## config.mk

```make
export PLATFORM = sky130hd
export DESIGN_NAME = result_monitor_flat
export DESIGN_NICKNAME = d
export VERILOG_FILES = /design/src/rtl/result_monitor_if.sv /design/src/rtl/result_monitor.sv /design/src/flat_wrapper.sv
export SDC_FILE = /design/constraint.sdc
export NUM_CORES = 2
export LEC_CHECK = 0
export CAP_MARGIN = 10
export CORE_UTILIZATION = 30
export DETAILED_ROUTE_END_ITERATION = 16
export GPL_ROUTABILITY_DRIVEN = 0
export SETUP_SLACK_MARGIN = 0.05
export SLEW_MARGIN = 20
export SYNTH_ARGS = -nofsm -noshare
export SYNTH_HDL_FRONTEND = slang
export SYNTH_SLANG_ARGS = --single-unit
```

## constraint.sdc

```tcl
create_clock -name clk -period 9.8 [get_ports clk]
set_input_delay 0.98 -clock clk [delete_from_list [all_inputs] [get_ports clk]]
set_output_delay 0.98 -clock clk [all_outputs]
set_load 0.05 [all_outputs]
```

## src/rtl/result_monitor_if.sv

```systemverilog
// Data-memory write snoop bus plus expected-table load port for result_monitor.
interface result_monitor_if #(
  parameter int ADDR_W = 30,
  parameter int DATA_W = 32,
  parameter int IDX_W  = 6
);
  logic [ADDR_W-1:0] addr;
  logic [DATA_W-1:0] data;
  logic              wen;
  logic              stall;
  logic              ld_en;
  logic [IDX_W-1:0]  ld_idx;
  logic [DATA_W-1:0] ld_data;
  logic [IDX_W:0]    exp_len;

  modport master (output addr, data, wen, stall, ld_en, ld_idx, ld_data, exp_len);
  modport slave  (input  addr, data, wen, stall, ld_en, ld_idx, ld_data, exp_len);
endinterface

```

## src/rtl/result_monitor.sv

```systemverilog
// Self-checking result monitor: snoops test-port writes and compares them to a loadable table.
// Optional watchdog enabled by defining MON_TIMEOUT_EN.
module result_monitor #(
  parameter int                ADDR_W    = 30,
  parameter int                DATA_W    = 32,
  parameter int                DEPTH     = 64,
  parameter logic [ADDR_W-1:0] TEST_PORT = 'h40,
  parameter logic [DATA_W-1:0] BEGIN_SYM = 'h932,
  parameter logic [15:0]       TIMEOUT   = 16'hFFFF
) (
  input  logic                      clk,
  input  logic                      rst,
  result_monitor_if.slave           bus,
  output logic [7:0]                error_num,
  output logic [15:0]               duration,
  output logic                      finish,
  output logic                      pass,
  output logic                      timeout,
  output logic [$clog2(DEPTH)-1:0]  first_err_idx,
  output logic [DATA_W-1:0]         first_err_data
);
  localparam int IDX_W = $clog2(DEPTH);

  typedef enum logic [1:0] {IDLE, CHECK, REPORT} state_t;

  state_t            state, state_nx;
  logic              blk;
  logic              accept;
  logic              hit;
  logic [IDX_W:0]    idx;
  logic [IDX_W:0]    len;
  logic [DATA_W-1:0] exp_tbl [DEPTH];
  logic              cmp_vld;
  logic              cmp_miss;
  logic [IDX_W-1:0]  cmp_idx;
  logic [DATA_W-1:0] cmp_data;

  // blk suppresses re-acceptance while wen is held across a cache stall
  assign accept = bus.wen & ~bus.stall & ~blk;
  assign hit    = accept & (bus.addr == TEST_PORT);

  always_ff @(posedge clk or negedge rst) begin
    if (!rst)          blk <= 1'b0;
    else if (!bus.wen) blk <= 1'b0;
    else if (accept)   blk <= 1'b1;
  end

  // Expected table has no reset so it survives a mid-run reset
  always_ff @(posedge clk) begin
    if (state == IDLE && bus.ld_en) exp_tbl[bus.ld_idx] <= bus.ld_data;
  end

`ifdef MON_TIMEOUT_EN
  logic to_hit;
`endif

  always_comb begin
    state_nx = state;
`ifdef MON_TIMEOUT_EN
    to_hit   = 1'b0;
`endif
    case (state)
      IDLE:   if (hit && bus.data == BEGIN_SYM) state_nx = CHECK;
      CHECK: begin
`ifdef MON_TIMEOUT_EN
        if (duration == TIMEOUT - 16'd1) begin
          to_hit   = 1'b1;
          state_nx = REPORT;
        end
`endif
        if (idx == len) state_nx = REPORT;
      end
      REPORT: state_nx = REPORT;
      default: state_nx = IDLE;
    endcase
  end

  always_ff @(posedge clk or negedge rst) begin
    if (!rst) state <= IDLE;
    else      state <= state_nx;
  end

  always_ff @(posedge clk or negedge rst) begin
    if (!rst) begin
      idx            <= '0;
      len            <= '0;
      error_num      <= '1;
      duration       <= '0;
      finish         <= 1'b0;
      first_err_idx  <= '0;
      first_err_data <= '0;
      cmp_vld        <= 1'b0;
      cmp_miss       <= 1'b0;
      cmp_idx        <= '0;
      cmp_data       <= '0;
    end else begin
      cmp_vld <= 1'b0;
      case (state)
        IDLE: begin
          if (state_nx == CHECK) begin
            len            <= bus.exp_len;
            idx            <= '0;
            error_num      <= '0;
            duration       <= '0;
            first_err_idx  <= '0;
            first_err_data <= '0;
          end
        end
        CHECK: begin
          if (duration != '1) duration <= duration + 16'd1;
          if (hit && idx != len) begin
            cmp_vld  <= 1'b1;
            cmp_miss <= (bus.data != exp_tbl[idx[IDX_W-1:0]]);
            cmp_idx  <= idx[IDX_W-1:0];
            cmp_data <= bus.data;
            idx      <= idx + 1'b1;
          end
          // Compare result lands one cycle after acceptance, still inside CHECK
          if (cmp_vld && cmp_miss) begin
            if (error_num != '1) error_num <= error_num + 8'd1;
            if (error_num == '0) begin
              first_err_idx  <= cmp_idx;
              first_err_data <= cmp_data;
            end
          end
          if (state_nx == REPORT) finish <= 1'b1;
        end
        default: ;
      endcase
    end
  end

`ifdef MON_TIMEOUT_EN
  always_ff @(posedge clk or negedge rst) begin
    if (!rst)                            timeout <= 1'b0;
    else if (state == CHECK && to_hit)   timeout <= 1'b1;
  end
`else
  assign timeout = 1'b0;
`endif

  assign pass = finish & (error_num == 8'd0) & ~timeout;

endmodule

```

## src/flat_wrapper.sv

```systemverilog
// flat-port wrapper written by rule: the top's interface ports become plain ports
module result_monitor_flat 
#(
  parameter int                ADDR_W    = 30,
  parameter int                DATA_W    = 32,
  parameter int                DEPTH     = 64,
  parameter logic [ADDR_W-1:0] TEST_PORT = 'h40,
  parameter logic [DATA_W-1:0] BEGIN_SYM = 'h932,
  parameter logic [15:0]       TIMEOUT   = 16'hFFFF
)
  (clk, rst, error_num, duration, finish, pass, timeout, first_err_idx, first_err_data, bus_addr, bus_data, bus_wen, bus_stall, bus_ld_en, bus_ld_idx, bus_ld_data, bus_exp_len);
  result_monitor_if #(.ADDR_W(ADDR_W), .DATA_W(DATA_W), .IDX_W(6)) bus_i ();
  input  logic clk;
  input  logic rst;
  output logic [7:0] error_num;
  output logic [15:0] duration;
  output logic finish;
  output logic pass;
  output logic timeout;
  output logic [$clog2(DEPTH)-1:0] first_err_idx;
  output logic [DATA_W-1:0] first_err_data;
  input wire logic [$bits(bus_i.addr)-1:0] bus_addr;
  input wire logic [$bits(bus_i.data)-1:0] bus_data;
  input wire logic [$bits(bus_i.wen)-1:0] bus_wen;
  input wire logic [$bits(bus_i.stall)-1:0] bus_stall;
  input wire logic [$bits(bus_i.ld_en)-1:0] bus_ld_en;
  input wire logic [$bits(bus_i.ld_idx)-1:0] bus_ld_idx;
  input wire logic [$bits(bus_i.ld_data)-1:0] bus_ld_data;
  input wire logic [$bits(bus_i.exp_len)-1:0] bus_exp_len;
  assign bus_i.addr = bus_addr;
  assign bus_i.data = bus_data;
  assign bus_i.wen = bus_wen;
  assign bus_i.stall = bus_stall;
  assign bus_i.ld_en = bus_ld_en;
  assign bus_i.ld_idx = bus_ld_idx;
  assign bus_i.ld_data = bus_ld_data;
  assign bus_i.exp_len = bus_exp_len;
  result_monitor #(.ADDR_W(ADDR_W), .DATA_W(DATA_W), .DEPTH(DEPTH), .TEST_PORT(TEST_PORT), .BEGIN_SYM(BEGIN_SYM), .TIMEOUT(TIMEOUT)) u_core (.clk(clk), .rst(rst), .bus(bus_i), .error_num(error_num), .duration(duration), .finish(finish), .pass(pass), .timeout(timeout), .first_err_idx(first_err_idx), .first_err_data(first_err_data));
endmodule
```

==> run summary <==
STA
--------------------------------------------------------------------------------------------
Worst Slack Setup Final                                                             4.435 ns
Transition at the pin with the smallest max-transition slack                        1.377 ns
Setup repair after global routing missed its margin                                       no
Number of hold violations in the final report                                              0
Final critical delay including setup and external delays                            5.365 ns
Number of setup violations in the final report                                             0
Max_slew headroom                                                                     7.673%
Total count of max-transition violations in the final report                               0
Ratio of final minimum period to clock period                                         54.75%
Final clock skew                                                                  0.08321 ns
Worst hold slack                                                                   0.2002 ns
Final setup TNS                                                                         0 ns
Maximum operating frequency                                                       0.1864 GHz

LOGIC SYNTHESIS
--------------------------------------------------------------------------------------------
Number of flops mapped to enable cells by yosys                                         2048
Mean instance size in the synthesized netlist                                      20.81 µm²
Multiplexer share of the synthesized area                                             15.19%
Adder-cell area share of the yosys netlist                                          0.05950%
Yosys warning count                                                                        0
Basic-gate share of the synthesized area counting and, or, nand and nor cells         2.941%
Synthesized cell area                                                            0.08411 mm²
Async set or reset register ratio after synthesis                                     5.535%
Syn nets                                                                                4158
Most instantiated flip-flop cell in the synthesis netlist                       sky130_fd_sc_hd__edfxtp_1
Share of the yosys chip area belonging to registers                                   76.70%
XOR/XNOR Fraction of Synth Area                                                      0.5935%
Post-synthesis cell count                                                               4042
Synthesized-area fraction occupied by ao, oa, aoi and oai cells                       3.027%
Number of library cell types mapped by synthesis                                          72
Main combinational cell family by area after synthesis                          multiplexers
Number of flip-flops and latches in the synthesized netlist                             2168

CLOCKING
--------------------------------------------------------------------------------------------
Clock sink total                                                                        2168
Clock root cell                                                                 sky130_fd_sc_hd__clkbuf_16
Clock-pin slew of the registers on the worst-case setup and hold paths               0.06 ns
Number of buffers created by CTS                                                         213
Number of gates given a new drive strength after cts                                       0
Post-CTS Setup Bufs                                                                        0
Number of levels in the clock H-tree                                                       4
Insertion delay to the later sink of the worst-skew pair                             0.89 ns
Post-CTS Hold Fix Bufs                                                                     0
Buffers from clock root to sink, at most                                                   3
CTS tree                                                                               built

PWR
--------------------------------------------------------------------------------------------
Static leakage                                                                      29.63 nW
Total Power Consumption                                                             18.32 mW
Worst-case vdd ir drop                                                              184.1 µV
Power density over the cells                                                    187.5 mW/mm²

GLOBAL ROUTING
--------------------------------------------------------------------------------------------
Global-route met3 utilization                                                         4.157%
Antenna violations before repair                                                          22
Overall track demand over capacity in global routing                                  16.89%
Maximum number of pins on one net before global-route repair                             109
Vias in the first global route                                                        43.15k
Total congestion overflow after global routing                                             0
Busiest layer in global routing                                                         met2
Global-route wire length before repair                                             339000 µm
GR Layer Usage met2                                                                   26.71%
Met1 capacity usage during global routing                                             23.10%

WORST SETUP PATH
--------------------------------------------------------------------------------------------
Required time of the worst setup path                                               10.58 ns
Setup CP Type                                                                   flip-flop to flip-flop
Critical path capture point type                                                   flip-flop
Type of element launching the critical path                                        flip-flop
Data arrival time of the worst path                                                  6.15 ns
Largest driver fanout on the critical path                                                65

PLACEMENT
--------------------------------------------------------------------------------------------
I/O Buffers                                                                              175
Pre-CTS setup slack                                                                 4.486 ns
Cell Area, Placed                                                                0.09084 mm²
Total instance count after detailed placement                                           7853
Final HPWL from detailed placement                                                 137500 µm

LAYOUT
--------------------------------------------------------------------------------------------
Share of the core filled with cells in the final layout                               35.01%
Final #Nets                                                                             4463
Cell area after layout                                                           0.09772 mm²
Highest-count cells in the layout ignoring fill and taps                        sky130_fd_sc_hd__edfxtp_1 (2048), sky130_fd_sc_hd__mux4_2 (489), sky130_fd_sc_hd__nand2_1 (273)
Final Instance Count excl. Fillers                                                      8259
Layout cell share with drive strength beyond 1                                        23.80%
Layout Area Growth over Synthesis                                                     16.18%
Commonest non-fill, non-tap cell in the layout                                  sky130_fd_sc_hd__edfxtp_1

ROUTING
--------------------------------------------------------------------------------------------
Starting DRC count in detailed routing                                                  5853
Post-route antenna net violation count                                                     0
Vias per Instance                                                                      5.265
Iteration count of the initial detailed-routing pass                                       5
WL per Instance                                                                     29.56 µm
Aggregate routed wire length                                                       244100 µm
Number of vias after detailed routing                                                 43.48k
DRC violation count after routing                                                          0

MIN PATH
--------------------------------------------------------------------------------------------
Path category of the worst min-delay check                                      input pin to async pin

FLOORPLAN
--------------------------------------------------------------------------------------------
Chip height                                                                         531.5 µm
I/O pin cnt                                                                              177
Rows                                                                                     194
Die W                                                                               531.5 µm
Initial Utilization                                                                   30.13%
Core Box Area                                                                     0.2791 mm²
DIE AREA                                                                          0.2825 mm²

STATUS
--------------------------------------------------------------------------------------------
Result of the run                                                               complete, no violations

JOB
--------------------------------------------------------------------------------------------
Number of max-cap violations                                                               0

[worst max-delay path, cell delays in order (launching register included)]
cell                        delay (ns)
sky130_fd_sc_hd__dfrtp_4          0.85
sky130_fd_sc_hd__buf_12           0.43
sky130_fd_sc_hd__buf_4            0.72
sky130_fd_sc_hd__mux4_2           0.36
sky130_fd_sc_hd__nand2_1          0.06
sky130_fd_sc_hd__a32o_1           0.29
sky130_fd_sc_hd__a2111oi_0        0.95
sky130_fd_sc_hd__buf_4            0.26
sky130_fd_sc_hd__o31a_1           0.12
sky130_fd_sc_hd__o22ai_1          0.14
sky130_fd_sc_hd__nor4_1           0.53
sky130_fd_sc_hd__nand4_1          0.17
sky130_fd_sc_hd__o22a_1           0.20
[cells in the mapped netlist (6+ instances only)]
master	count	area, µm²
sky130_fd_sc_hd__a2111oi_0	8	70.07
sky130_fd_sc_hd__a211oi_1	20	150.1
sky130_fd_sc_hd__a21oi_1	41	205.2
sky130_fd_sc_hd__a221oi_1	34	297.8
sky130_fd_sc_hd__a22o_1	7	61.31
sky130_fd_sc_hd__a22oi_1	59	442.9
sky130_fd_sc_hd__and2_1	11	68.82
sky130_fd_sc_hd__and3_1	10	62.56
sky130_fd_sc_hd__buf_1	28	105.1
sky130_fd_sc_hd__buf_2	41	205.2
sky130_fd_sc_hd__buf_4	31	232.7
sky130_fd_sc_hd__buf_6	23	259.0
sky130_fd_sc_hd__clkbuf_1	93	349.1
sky130_fd_sc_hd__dfrtp_1	112	2803
sky130_fd_sc_hd__dfstp_2	8	210.2
sky130_fd_sc_hd__edfxtp_1	2048	61500
sky130_fd_sc_hd__inv_1	10	37.54
sky130_fd_sc_hd__mux2_2	28	315.3
sky130_fd_sc_hd__mux2i_1	145	1451
sky130_fd_sc_hd__mux4_2	489	11010
sky130_fd_sc_hd__nand2_1	274	1028
sky130_fd_sc_hd__nand3_1	32	160.2
sky130_fd_sc_hd__nand4_1	11	68.82
sky130_fd_sc_hd__nor2_1	128	480.5
sky130_fd_sc_hd__nor2b_1	14	87.58
sky130_fd_sc_hd__nor3_1	11	55.05
sky130_fd_sc_hd__nor3b_1	6	45.04
sky130_fd_sc_hd__nor4_1	22	137.6
sky130_fd_sc_hd__o211ai_1	9	67.56
sky130_fd_sc_hd__o21ai_0	70	350.3
sky130_fd_sc_hd__o221ai_1	28	245.2
sky130_fd_sc_hd__o22ai_1	33	206.5
sky130_fd_sc_hd__o31ai_1	7	52.55
sky130_fd_sc_hd__or3_1	8	50.05
sky130_fd_sc_hd__xnor2_1	29	254.0
sky130_fd_sc_hd__xor2_1	28	245.2
[path summary, 6_finish.rpt]
path                            cells after the start  slack (ns)                         to                 from
min in group clk                                    2        0.47        u_core.cmp_data[10]  u_core.cmp_data[10]
worst max register to register                     12        4.43            u_core.cmp_miss        u_core.idx[0]
worst min register to register                      2        0.47        u_core.cmp_data[10]  u_core.cmp_data[10]
max in group asynchronous                           2        8.28         u_core.duration[8]                  rst
worst max-delay path                               12        4.43            u_core.cmp_miss        u_core.idx[0]
worst min-delay path                                1        0.20  u_core.first_err_data[19]                  rst
[area by class of cell]
| class | count | area, µm² |
|---|---|---|
| Timing Repair Buffer | 309 | 2805 |
| Tap cell | 3724 | 4659 |
| Inverter | 13 | 53.80 |
| Clock buffer | 264 | 5532 |
| Sequential cell | 2168 | 64530 |
| Multi-Input combinational cell | 1642 | 18900 |
| Antenna cell | 6 | 15.01 |
| Fill cell | 25836 | 181400 |
| Clock inverter | 133 | 1232 |
[routing by layer]
| metal | vias up | part of all wire (%) |
|---|---|---|
| li1 | 17391 | - |
| met1 | 23496 | 41 |
| met2 | 2204 | 47 |
| met3 | 371 | 9.5 |
| met4 | 20 | 2.8 |
| met5 | - | 0.053 |
[state kept, by name, indices dropped and copies added (netlist names)]
| name | cells |
|---|---|
| u_core.cmp_idx | 6 |
| u_core.duration | 16 |
| u_core.state | 2 |
| u_core.first_err_idx | 6 |
| u_core.idx | 7 |
| u_core.error_num | 8 |
| u_core.cmp_data | 32 |
| u_core.cmp_vld | 1 |
| u_core.blk | 1 |
| u_core.exp_tbl | 2048 |
| u_core.finish | 1 |
| u_core.cmp_miss | 1 |
| u_core.first_err_data | 32 |
| u_core.len | 7 |
[where the power goes]
part / total (mW) / leakage, nW / internal (mW) / switching (mW)
registers: 10.1 / 20.0 / 10.1 / 0.000126
clock network: 7.94 / 3.29 / 4.37 / 3.57
logic: 0.248 / 6.34 / 0.0490 / 0.199
[cells by family after synthesis]
family / count (synthesis)
other cells: 1
mux: 662
xor+xnor: 57
fa+ha+maj: 4
buf+inv: 232
flops: 2168
compound gates: 362
simple gates: 556
No activity file was read; power rests on OpenSTA's default activity.
